===== config.mk =====
export PLATFORM = sky130hd
export DESIGN_NAME = router_fsm
export DESIGN_NICKNAME = d
export VERILOG_FILES = /design/src/rtl/router_fsm.sv
export SDC_FILE = /design/constraint.sdc
export NUM_CORES = 1
export LEC_CHECK = 0
export ABC_AREA = 1
export CORE_AREA = 2 2 39 41
export CTS_CLUSTER_SIZE = 30
export DETAILED_ROUTE_END_ITERATION = 7
export DIE_AREA = 0 0 41 43
export GPL_ROUTABILITY_DRIVEN = 0
export PLACE_DENSITY = 0.81
export SYNTH_ARGS = -nofsm -noshare
export SYNTH_HDL_FRONTEND = slang
export SYNTH_SLANG_ARGS = --single-unit

===== constraint.sdc =====
create_clock -name clock -period 1.34 [get_ports clock]
set_clock_uncertainty 0.15 [all_clocks]
set_input_delay 0.134 -clock clock [delete_from_list [all_inputs] [get_ports clock]]
set_output_delay 0.134 -clock clock [all_outputs]
set_load 0.02 [all_outputs]

===== src/rtl/router_fsm.sv =====
// Control FSM for the 3-port packet router: sequences header, payload, parity and FIFO-full stalls.
// Latency: header written 1 cycle after decode, payload 1 byte/cycle, one parity-check cycle per packet.
// Backpressure: busy is high in every state except DECODE_ADDRESS and LOAD_DATA; the source holds its byte while busy.
//
// Ports:
//   clock, resetn                    rising-edge clock, synchronous active-low reset
//   pkt_valid, data_in[1:0]          source handshake and low bits of the current byte (address in decode)
//   fifo_full                        full flag of the currently addressed output FIFO
//   fifo_empty_0..2, soft_reset_0..2 per-output-FIFO empty flags and read-timeout resets
//   parity_done, low_packet_valid    status from the register/parity stage
//   detect_add .. rst_int_reg        one-hot state strobes to the register/parity stage
//   write_enb_reg, busy              FIFO write enable and source flow control
module router_fsm (
    input  logic       clock,
    input  logic       resetn,
    input  logic       pkt_valid,
    input  logic [1:0] data_in,
    input  logic       fifo_full,
    input  logic       fifo_empty_0,
    input  logic       fifo_empty_1,
    input  logic       fifo_empty_2,
    input  logic       soft_reset_0,
    input  logic       soft_reset_1,
    input  logic       soft_reset_2,
    input  logic       parity_done,
    input  logic       low_packet_valid,
    output logic       detect_add,
    output logic       lfd_state,
    output logic       ld_state,
    output logic       laf_state,
    output logic       full_state,
    output logic       rst_int_reg,
    output logic       write_enb_reg,
    output logic       busy
);

    typedef enum logic [2:0] {
        DECODE_ADDRESS     = 3'd0,
        LOAD_FIRST_DATA    = 3'd1,
        LOAD_DATA          = 3'd2,
        FIFO_FULL_STATE    = 3'd3,
        LOAD_AFTER_FULL    = 3'd4,
        LOAD_PARITY        = 3'd5,
        CHECK_PARITY_ERROR = 3'd6,
        WAIT_TILL_EMPTY    = 3'd7
    } state_t;

    state_t     state;
    state_t     next_state;
    logic [1:0] addr_reg;

    // Address on the header byte; 2'b11 names no port and the packet is dropped.
    logic       hdr_valid;
    logic       empty_at_hdr;   // empty flag of the port named by the incoming header
    logic       empty_at_addr;  // empty flag of the latched destination
    logic       soft_at_addr;   // timeout reset of the latched destination

    assign hdr_valid = pkt_valid && (data_in != 2'b11);

    always_comb begin
        empty_at_hdr = 1'b0;
        case (data_in)
            2'd0:    empty_at_hdr = fifo_empty_0;
            2'd1:    empty_at_hdr = fifo_empty_1;
            2'd2:    empty_at_hdr = fifo_empty_2;
            default: empty_at_hdr = 1'b0;
        endcase
    end

    always_comb begin
        empty_at_addr = 1'b0;
        soft_at_addr  = 1'b0;
        case (addr_reg)
            2'd0: begin
                empty_at_addr = fifo_empty_0;
                soft_at_addr  = soft_reset_0;
            end
            2'd1: begin
                empty_at_addr = fifo_empty_1;
                soft_at_addr  = soft_reset_1;
            end
            2'd2: begin
                empty_at_addr = fifo_empty_2;
                soft_at_addr  = soft_reset_2;
            end
            default: begin
                empty_at_addr = 1'b0;
                soft_at_addr  = 1'b0;
            end
        endcase
    end

    always_ff @(posedge clock) begin
        if (!resetn) begin
            state    <= DECODE_ADDRESS;
            addr_reg <= 2'd0;
        end else begin
            state <= next_state;
            if (state == DECODE_ADDRESS && hdr_valid) begin
                addr_reg <= data_in;
            end
        end
    end

    always_comb begin
        next_state = DECODE_ADDRESS;
        case (state)
            DECODE_ADDRESS: begin
                if (hdr_valid) begin
                    next_state = empty_at_hdr ? LOAD_FIRST_DATA : WAIT_TILL_EMPTY;
                end else begin
                    next_state = DECODE_ADDRESS;
                end
            end
            LOAD_FIRST_DATA:    next_state = LOAD_DATA;
            LOAD_DATA: begin
                // A full FIFO takes priority over the end of the payload so the
                // parity byte is never written into a full FIFO.
                if (fifo_full)       next_state = FIFO_FULL_STATE;
                else if (!pkt_valid) next_state = LOAD_PARITY;
                else                 next_state = LOAD_DATA;
            end
            FIFO_FULL_STATE:    next_state = fifo_full ? FIFO_FULL_STATE : LOAD_AFTER_FULL;
            LOAD_AFTER_FULL: begin
                if (parity_done)           next_state = DECODE_ADDRESS;
                else if (low_packet_valid) next_state = LOAD_PARITY;
                else                       next_state = LOAD_DATA;
            end
            LOAD_PARITY:        next_state = CHECK_PARITY_ERROR;
            CHECK_PARITY_ERROR: next_state = fifo_full ? FIFO_FULL_STATE : DECODE_ADDRESS;
            WAIT_TILL_EMPTY:    next_state = empty_at_addr ? LOAD_FIRST_DATA : WAIT_TILL_EMPTY;
            default:            next_state = DECODE_ADDRESS;
        endcase

        // A read timeout on the destination port abandons the packet. Only the
        // latched port matters; in decode the latch is stale, so it is ignored there.
        if (state != DECODE_ADDRESS && soft_at_addr) begin
            next_state = DECODE_ADDRESS;
        end
    end

    always_comb begin
        detect_add    = 1'b0;
        lfd_state     = 1'b0;
        ld_state      = 1'b0;
        laf_state     = 1'b0;
        full_state    = 1'b0;
        rst_int_reg   = 1'b0;
        write_enb_reg = 1'b0;
        busy          = 1'b1;
        case (state)
            DECODE_ADDRESS: begin
                detect_add = 1'b1;
                busy       = 1'b0;
            end
            LOAD_FIRST_DATA: begin
                lfd_state     = 1'b1;
                write_enb_reg = 1'b1;
            end
            LOAD_DATA: begin
                ld_state      = 1'b1;
                write_enb_reg = 1'b1;
                busy          = 1'b0;
            end
            FIFO_FULL_STATE:    full_state = 1'b1;
            LOAD_AFTER_FULL: begin
                laf_state     = 1'b1;
                write_enb_reg = 1'b1;
            end
            LOAD_PARITY:        write_enb_reg = 1'b1;
            CHECK_PARITY_ERROR: rst_int_reg = 1'b1;
            WAIT_TILL_EMPTY:    busy = 1'b1;
            default:            busy = 1'b1;
        endcase
    end

endmodule


# Word-level counts from Yosys, hierarchy flattened
# Index checks and enable logic that the tools add are counted.
[op_classes]
n_eq_ne = 12
muxes = 21
bitwise = 1
n_reduce_logical = 10
[op_table]
columns = ["op", "n"]
rows = [
  ["two-way mux 3 bit", 8],
  ["case mux 3 bit (8 select lines)", 1],
  ["== test 3 bit, second input constant", 4],
  ["case mux 1 bit (3 select lines)", 3],
  ["two-way mux 1 bit", 8],
  ["== test 3 x 2 -> 1 bit, second input constant", 2],
  ["== test 2 x 1 -> 1 bit, second input constant", 2],
  ["== test 2 bit, second input constant", 2],
  ["logical NOT 2 bit", 2],
  ["OR reduction 2 bit", 2],
  ["OR reduction 4 bit", 1],
  ["== test 3 x 1 -> 1 bit, second input constant", 1],
  ["logical AND 1 bit", 3],
  ["logical NOT 3 bit", 1],
  ["nonzero test 3 bit", 1],
  ["two-way mux 2 bit", 1],
  ["inequality test 2 bit, second input constant", 1],
  ["NOT 1 bit", 1],
]
[totals]
regBits = 5
output_inout_bits = 8

# Logic depth before layout (Yosys ltp)
# Gate-level depths: netlist of the first run.
[logic_depth]
ltp_word = 5
depth_mapped = 8
ltp_nobuf = 7

# Least setup slack after synthesis of the first run
# No wires, ideal clock.
[synth_timing]
kind = "register to register"
startpoint = "register state[1]"
endpoint = "register state[1]"
setup_time_ns = 0.109
arrival_ns = 0.882
required_ns = 1.081
setup_slack_ns = 0.200
path_stages_with_launch = 8
path_buffers = 0
path_cell_list = "dfxtp_1 -> inv_1 -> nand2_1 -> o21ai_1 -> nor2_1 -> nand3_1 -> nand2_1 -> inv_1"
[synth_between]
elab_chain_cells = 3
word_cells_on_any_way = 12
classes_between = "eq/ne: 7; mux: 1; reduce/logical: 4"
[synth_rtl]
columns = ["item", "line", "source"]
rows = [
  ["from (decl)", "48", "state_t state;"],
  ["from (signal assigned)", "98", "state <= next_state;"],
  ["branches (longest 3 deep; another with case mux 3 bit (8 select lines))", "-", ""],
]
# Parallel ways; which one is timed is not known.
# A chain may end at the register's enable or synchronous reset.

# Final worst setup path of the first run
[layout_timing]
startpoint = "register state[2]"
endpoint = "register state[1]"
# The elaborated chain is that of the path after synthesis.

==> results.json, run 1 <==
{
  "seq_area_frac_synth_pct": 20.4,
  "rsz0062_at_grt": "true",
  "insertion_delay_ps": 260,
  "synth_seq_cells": 5,
  "path_cells": "inv_1, buf_4, nand4_1, nand3_1, nor2_2, nand3_2, nand2_1, inv_1",
  "synthXorXnorAreaFrac_pct": 0,
  "hp-class": "input pin to register",
  "yosys-top-cells-count": "15 x inv_1, 15 x nand2_1, 15 x nor2_1",
  "worstMarginPinSlew_ps": 216,
  "path_buf_inv": 3,
  "period_minus_slack_ps": 1400,
  "crit_start": "state[2]$_SDFF_PP0_",
  "synth-main-ff-cell": "dfxtp_1",
  "setup_violations": 3,
  "drv_slew": 0,
  "die_h_um": 43,
  "drc": 0,
  "root_buffer": "clkbuf_4",
  "muxShareOfSynthArea_pct": 0,
  "yosys.area.top_type": "dfxtp_1",
  "yosys-top-cells-area": "dfxtp_1 20%, nand3_1 13%, inv_1 11%",
  "cp_top_family": "simple AND/OR/NAND/NOR gates",
  "path_max_fanout": 6,
  "cts_hold_buf": 0,
  "syn_nets": 97,
  "fin_ws_ps": -58.5,
  "syn_inst": 83,
  "syn_to_final_growth_pct": 86.2,
  "powerDensity_nw_per_um2": 1970,
  "critPathKind": "register to register",
  "status": "finished with violations",
  "arrival_ps": 1400,
  "synth_top_family_by_area": "simple AND/OR/NAND/NOR gates",
  "crit_top_cell": "inv_1",
  "avgSynthCellArea_um2": 5.91,
  "rows": 14,
  "max_freq_ghz": 0.715,
  "synth_simple_gate_area_share_pct": 57.7,
  "grt-ovfl-total": 0,
  "yosys_warnings": 0,
  "antenna_cells": 0,
  "hold_slack_ps": 319,
  "start_kind": "register",
  "worstSetupEndpointType": "register",
  "cts_made_buffers": 3,
  "grt_usage_pct": 19.5,
  "largest_reg_flops": 3,
  "cts.clk_slew.worst_paths_ps": 50,
  "fin_setup_tns_ps": -73.7,
  "antenna_found_initial": 0,
  "synth_area_um2": 490,
  "min_from": "resetn",
  "synth_fa_ha_area_share_pct": 0,
  "hpwl_mm": 1.07,
  "vdd_drop_max_mv": 0.797,
  "violations": "negative setup slack",
  "ioPinCount": 22,
  "hold_viol": 0,
  "nNetsFinal": 137,
  "drtPass1Iterations": 4,
  "cp.required_ps": 1340,
  "synth_cell_type_count": 16,
  "period_share_pct": 104,
  "synth_compound_area_share_pct": 5.87,
  "core_area_um2": 1380,
  "dr.first_iter.drc_count": 18,
  "p_leak_nw": 0.465,
  "die_w_um": 41,
  "io_buffers": 21,
  "wl_mm": 1.57,
  "clock_sinks": 5,
  "clockBufferDepth": 2,
  "post-place-ws_ps": -299,
  "wl_per_cell_um": 11.4,
  "max_slew_margin_pct": 85.6,
  "vias": 689,
  "synth-edff-count": 0,
  "worstReg2RegStart": "state[2]$_SDFF_PP0_",
  "critPathSlowestCell": "dfxtp_4",
  "htree_levels": 1,
  "detail-route-antenna-nets": 0,
  "drv_cap": 0,
  "grt_start_max_net_pins": 7,
  "grt_pass1_wl_mm": 2.39,
  "critPathMaxStageDelay_ps": 400,
  "grt_pass1_vias": 604,
  "synthArstFlopShare_pct": 0,
  "drive_above_1_share_pct": 38.5,
  "initial_utilization_pct": 35.4,
  "via_per_inst": 4.99,
  "die_area_um2": 1760,
  "tritoncts": "done",
  "synth_top_area_share_pct": 20.4
}
-- stage by stage --
step / cells / total power, mW / util [%] / cell area [um^2]
after global placement: 131 / 1.33 / 57.5 / 796
after global routing: 138 / 1.92 / 66.0 / 913
after CTS: 137 / 1.56 / 59.8 / 827
final: 138 / 1.80 / 66.0 / 913
after detailed placement: 131 / 1.34 / 57.5 / 796
after floorplan: 83 / 0.875 / - / 490
-- area by class of cell --
type                    count  area (um^2)
well taps                  16         20.0
multi-input cells          61          359
inverters                  15         58.8
fillers                   130          470
flip-flops and latches      5          111
repair buffers             37          338
clock buffers               4         26.3
-- worst paths after layout --
kind	to	slack [ps]	depth (start not counted)
min	addr_reg[1]$_SDFFE_PN0P_	320	3
max reg2reg	state[1]$_SDFF_PP0_	-60	8
max	state[1]$_SDFF_PP0_	-60	8
min reg2reg	addr_reg[0]$_SDFFE_PN0P_	420	2
-- metal layers --
metal | vias to the layer above | share of wire, % | track usage [%]
li1 | 348 | - | -
met1 | 309 | 39 | 21.3
met2 | 30 | 54 | 35.0
met3 | 2 | 6.1 | 2.09
met4 | 0 | 1.1 | 8.00
met5 | - | 0 | 0
-- placed cells by master (no fill, tap or decap) --
cell             instances
buf_6                    8
dfxtp_1                  2
clkbuf_1                 1
nand3_2                  3
nand3_1                 11
buf_2                    1
clkbuf_4                 3
nor3_1                   4
o21ai_0                  2
nor2_2                   1
inv_1                   12
nand4_1                  4
nor2_4                   4
o21ai_1                  2
nand2_4                  2
nand2_2                  2
inv_2                    2
clkdlybuf4s50_1         13
nor2_8                   1
inv_4                    1
nand2_1                 12
nand3b_1                 1
a21oi_2                  1
dfxtp_4                  3
nor2_1                  11
buf_4                   15
-- where the power goes --
group          internal (mW)  switching (mW)  total [mW]
combinational          0.635           0.641        1.28
sequential             0.220           0.112       0.332
clock                  0.113          0.0763       0.190
-- cell families (layout without fill, tap and decap cells) --
| group | after synthesis | after routing |
|---|---|---|
| AND/OR/NAND/NOR | 56 | 56 |
| flip-flops | 5 | 5 |
| buffers and inverters | 17 | 56 |
| AO/OA/AOI/OAI | 5 | 5 |
-- worst reg2reg max path: stages (launching register included) --
cell and delay, ps:
dfxtp_4 400, inv_1 100, buf_4 140, nand4_1 80, nand3_1 120, nor2_2 150, nand3_2 70, nand2_1 60
inv_1 30
-- what timing repair did --
item	CTS	global route
hold endpoints to repair	0	0
resized for setup	43	28
setup buffers	2	1
endpoints found under the setup margin	13	11
gates cloned	0	0
pin swaps	0	8
Note: power is estimated with default switching activity, not from simulation.
==> run 2, diff against run 1 <==
- PLACE_DENSITY: 0.81 -> 0.74
==> results.json, run 2 (synthesis gave the netlist of run 1 again) <==
{
  "clock_sinks": 5,
  "finalNonFillerCells": 138,
  "post-place-ws_ps": -343,
  "drv_cap": 0,
  "detail-route-antenna-nets": 0,
  "arrival_ps": 1350,
  "period_minus_slack_ps": 1360,
  "io_buffers": 21,
  "vias": 676,
  "cts.clk_slew.worst_paths_ps": 50,
  "max_freq_ghz": 0.733,
  "rows": 14,
  "grt_pass1_vias": 584,
  "dr.first_iter.drc_count": 3,
  "path_cells": "inv_2, buf_6, nand4_1, nand3_1, nor2_1, nand3_2, nand2_1, inv_1",
  "cts_made_buffers": 3,
  "layout_commonest_cell": "buf_4",
  "path_max_fanout": 6,
  "critPathSlowestCell": "dfxtp_4",
  "cts_hold_buf": 0,
  "via_per_inst": 4.90,
  "root_buffer": "clkbuf_4",
  "worstSetupEndpointType": "register",
  "p_leak_nw": 0.475,
  "fin_ws_ps": -23.8,
  "die_w_um": 41,
  "status": "finished with violations",
  "cp.required_ps": 1330,
  "start_kind": "register",
  "grt_start_max_net_pins": 7,
  "tritoncts": "done",
  "worstMarginPinSlew_ps": 225,
  "initial_utilization_pct": 35.4,
  "powerDensity_nw_per_um2": 1930,
  "insertion_delay_ps": 240,
  "die_h_um": 43,
  "htree_levels": 1,
  "place_area_um2": 796,
  "grt_pass1_wl_mm": 2.26,
  "syn_to_final_growth_pct": 80.1,
  "final_cell_area_um2": 883,
  "ioPinCount": 22,
  "hpwl_mm": 1.10,
  "wl_mm": 1.50,
  "core_area_um2": 1380,
  "drv_slew": 0,
  "clockBufferDepth": 2,
  "drc": 0,
  "critPathKind": "register to register",
  "antenna_cells": 0,
  "critPathMaxStageDelay_ps": 420,
  "setup_violations": 1,
  "drtPass1Iterations": 4,
  "drive_above_1_share_pct": 38.5,
  "dp_cells": 131,
  "violations": "negative setup slack",
  "hold_viol": 0,
  "grt-ovfl-total": 0,
  "hp-class": "input pin to register",
  "period_share_pct": 102,
  "max_slew_margin_pct": 84.9,
  "rsz0062_at_grt": "true",
  "vdd_drop_max_mv": 0.963,
  "nNetsFinal": 137,
  "final_cell_mix": "17 x buf_4, 13 x nor2_1, 12 x inv_1, 12 x nand2_1, 12 x clkdlybuf4s50_1",
  "wl_per_cell_um": 10.9,
  "antenna_found_initial": 0,
  "grt_usage_pct": 18.6,
  "largest_reg_flops": 3,
  "die_area_um2": 1760
}
[run 2: cell type report]
cell class | count | area (um^2)
Tap cell | 16 | 20.0
Fill cell | 128 | 500
Multi-Input combinational cell | 61 | 349
Timing Repair Buffer | 37 | 320
Clock buffer | 4 | 26.3
Inverter | 15 | 56.3
Sequential cell | 5 | 111
[run 2: through the flow]
stage	hold slack (ps)	setup TNS (ps)	power, mW	util [%]
2_1_floorplan	120	0	0.875	-
3_3_place_gp	410	-2340	1.33	57.5
3_5_place_dp	412	-2660	1.35	57.5
4_1_cts	346	-34.4	1.59	60.8
5_1_grt	169	-262	1.83	63.8
6_report	125	-23.8	1.71	63.8
[run 2: final timing paths]
kind                            startpoint                        to  slack, ps  cells after the start
setup / recovery       state[0]$_SDFF_PP0_       state[1]$_SDFF_PP0_        -20                      8
hold / removal                  data_in[1]  addr_reg[1]$_SDFFE_PN0P_        130                      3
setup reg to reg       state[0]$_SDFF_PP0_       state[1]$_SDFF_PP0_        -20                      8
hold reg to reg   addr_reg[0]$_SDFFE_PN0P_  addr_reg[0]$_SDFFE_PN0P_        420                      2
[run 2: critical path: cells and delay by family, from the launching register on]
| family | cells | cell delay (ps) |
|---|---|---|
| buffers and inverters | 3 | 210 |
| flip-flops | 1 | 420 |
| AND/OR/NAND/NOR | 5 | 480 |
[run 2: metal layers]
metal / GRT usage, % / vias up / wire (um)
met5: 0 / - / 0
met4: 6.00 / 0 / 46
met3: 7.33 / 6 / 95
met2: 33.4 / 35 / 761
met1: 17.8 / 291 / 596
li1: - / 344 / -
[run 2: repair_timing]
item	4_1_cts	5_1_grt
endpoints found under the hold margin	0	0
resized for setup	46	16
buffers inserted	3	1
endpoints found under the setup margin	13	9
pin swaps	6	6
[run 2: report_power, final]
part	internal, mW	leakage (nW)	switching, mW
registers	0.220	0.0432	0.115
logic	0.593	0.417	0.607
clock network	0.112	0.0150	0.0596
total	0.926	0.475	0.781
==> run 3, diff against run 2 <==
--- a/config.mk
+++ b/config.mk
@@ -11,5 +11,4 @@
 export DETAILED_ROUTE_END_ITERATION = 7
 export DIE_AREA = 0 0 41 43
-export GPL_ROUTABILITY_DRIVEN = 0
 export PLACE_DENSITY = 0.74
 export SYNTH_ARGS = -nofsm -noshare
==> constraint.sdc (replaced) <==
create_clock -name clock -period 1.34 [get_ports clock]
set_clock_uncertainty 0.15 [all_clocks]
set_input_delay 0.335 -clock clock [delete_from_list [all_inputs] [get_ports clock]]
set_output_delay 0.335 -clock clock [all_outputs]
set_load 0.02 [all_outputs]
==> results.json, run 3 (synthesis gave the netlist of run 1 again) <==
{
  "grt_start_max_net_pins": 8,
  "arrival_ps": 1040,
  "core_area_um2": 1380,
  "cts_made_buffers": 3,
  "dr.first_iter.drc_count": 4,
  "path_buf_inv": 4,
  "grt_pass1_wl_mm": 2.32,
  "grt_usage_pct": 19.3,
  "utilization_pct": 67.6,
  "via_per_inst": 4.80,
  "p_total_mw": 1.82,
  "hold_viol": 0,
  "ioPinCount": 22,
  "insertion_delay_ps": 240,
  "hp-class": "register to register",
  "path_cells": "inv_4, buf_6, nand2_4, inv_2, buf_6",
  "p_leak_nw": 0.482,
  "htree_levels": 1,
  "initial_utilization_pct": 35.4,
  "final_cell_mix": "17 x buf_4, 11 x nand2_1, 10 x nor2_1, 10 x nand3_1, 10 x clkdlybuf4s50_1",
  "die_h_um": 43,
  "max_freq_ghz": 0.657,
  "drtPass1Iterations": 4,
  "cts.clk_slew.worst_paths_ps": 40,
  "critPathSlowestCell": "dfxtp_4",
  "critPathKind": "register to output pin",
  "tritoncts": "done",
  "cts_hold_buf": 0,
  "vias": 662,
  "drc": 0,
  "grt_pass1_vias": 571,
  "path_max_fanout": 7,
  "layout_commonest_cell": "buf_4",
  "max_slew_margin_pct": 85.6,
  "drive_above_1_share_pct": 45.9,
  "critPathMaxStageDelay_ps": 420,
  "gp_congestion": 0.768,
  "cp.required_ps": 850,
  "cp_top_family": "flip-flops",
  "drv_cap": 0,
  "drv_slew": 0,
  "largest_reg_flops": 3,
  "rows": 14,
  "die_area_um2": 1760,
  "fin_ws_ps": -182,
  "crit_top_cell": "buf_6",
  "antenna_cells": 0,
  "io_buffers": 21,
  "status": "finished with violations",
  "clockBufferDepth": 2,
  "wl_mm": 1.39,
  "period_minus_slack_ps": 1520,
  "wl_per_cell_um": 10.1,
  "setup_violations": 11,
  "nNetsFinal": 137,
  "worstMarginPinSlew_ps": 216,
  "start_kind": "register",
  "die_w_um": 41,
  "syn_to_final_growth_pct": 90.8,
  "vdd_drop_max_mv": 1.16,
  "post-place-ws_ps": -532,
  "violations": "negative setup slack",
  "antenna_found_initial": 0,
  "clock_sinks": 5,
  "powerDensity_nw_per_um2": 1940,
  "root_buffer": "clkbuf_4",
  "grt-ovfl-total": 0,
  "worstSetupEndpointType": "output pin",
  "detail-route-antenna-nets": 0,
  "rsz0062_at_grt": "true",
  "hpwl_mm": 1.12,
  "period_share_pct": 114
}
[run 3: changes by cell type in the layout (fill, tap and decap cells not counted), sizes merged]
| cell | change |
|---|---|
| dlygate4sd2 | +2 |
| clkdlybuf4s50 | -2 |
[run 3: stage by stage]
step,cells,hold slack [ps],TNS [ps],area (um^2)
after floorplan,83,321,0,490
after global placement,132,410,-4890,803
after detailed placement,132,412,-5160,803
after CTS,138,418,-1350,916
after global routing,138,438,-1890,936
final,138,420,-1290,936
[run 3: routing by layer]
metal	global-route usage (%)	part of all wire [%]	vias up
met5	0	0	-
met4	4.00	0.43	0
met3	6.28	6.0	2
met2	35.6	55	21
met1	19.5	39	290
li1	-	-	349
[run 3: tightest hold or removal path, delay by kind of cell, from the launching register on]
kind / cells / cell delay (ps)
compound gates: 1 / 160
flops: 1 / 320
simple gates: 1 / 40
[run 3: final cells by class]
cell class              count  area [um^2]
fillers                   118          448
multi-input cells          61          383
repair buffers             37          337
flip-flops and latches      5          111
inverters                  15         58.8
clock buffers               4         26.3
well taps                  16         20.0
[run 3: path summary, 6_finish.rpt]
path	start	endpoint	slack [ps]	depth (start not counted)
setup / recovery	state[1]$_SDFF_PP0_	detect_add	-180	5
hold / removal	addr_reg[0]$_SDFFE_PN0P_	addr_reg[0]$_SDFFE_PN0P_	420	2
setup reg to reg	state[1]$_SDFF_PP0_	state[2]$_SDFF_PP0_	-70	9
hold reg to reg	addr_reg[0]$_SDFFE_PN0P_	addr_reg[0]$_SDFFE_PN0P_	420	2
[run 3: repair_timing]
item / 4_1_cts / 5_1_grt
buffers inserted: 3 / 0
endpoints found under the setup margin: 13 / 13
resized for setup: 78 / 6
pin swaps: 6 / 6
[run 3: power by group]
part	total (mW)	internal (mW)	switching, mW
sequential	0.353	0.221	0.132
clock	0.173	0.112	0.0601
combinational	1.29	0.651	0.641
total	1.82	0.984	0.833
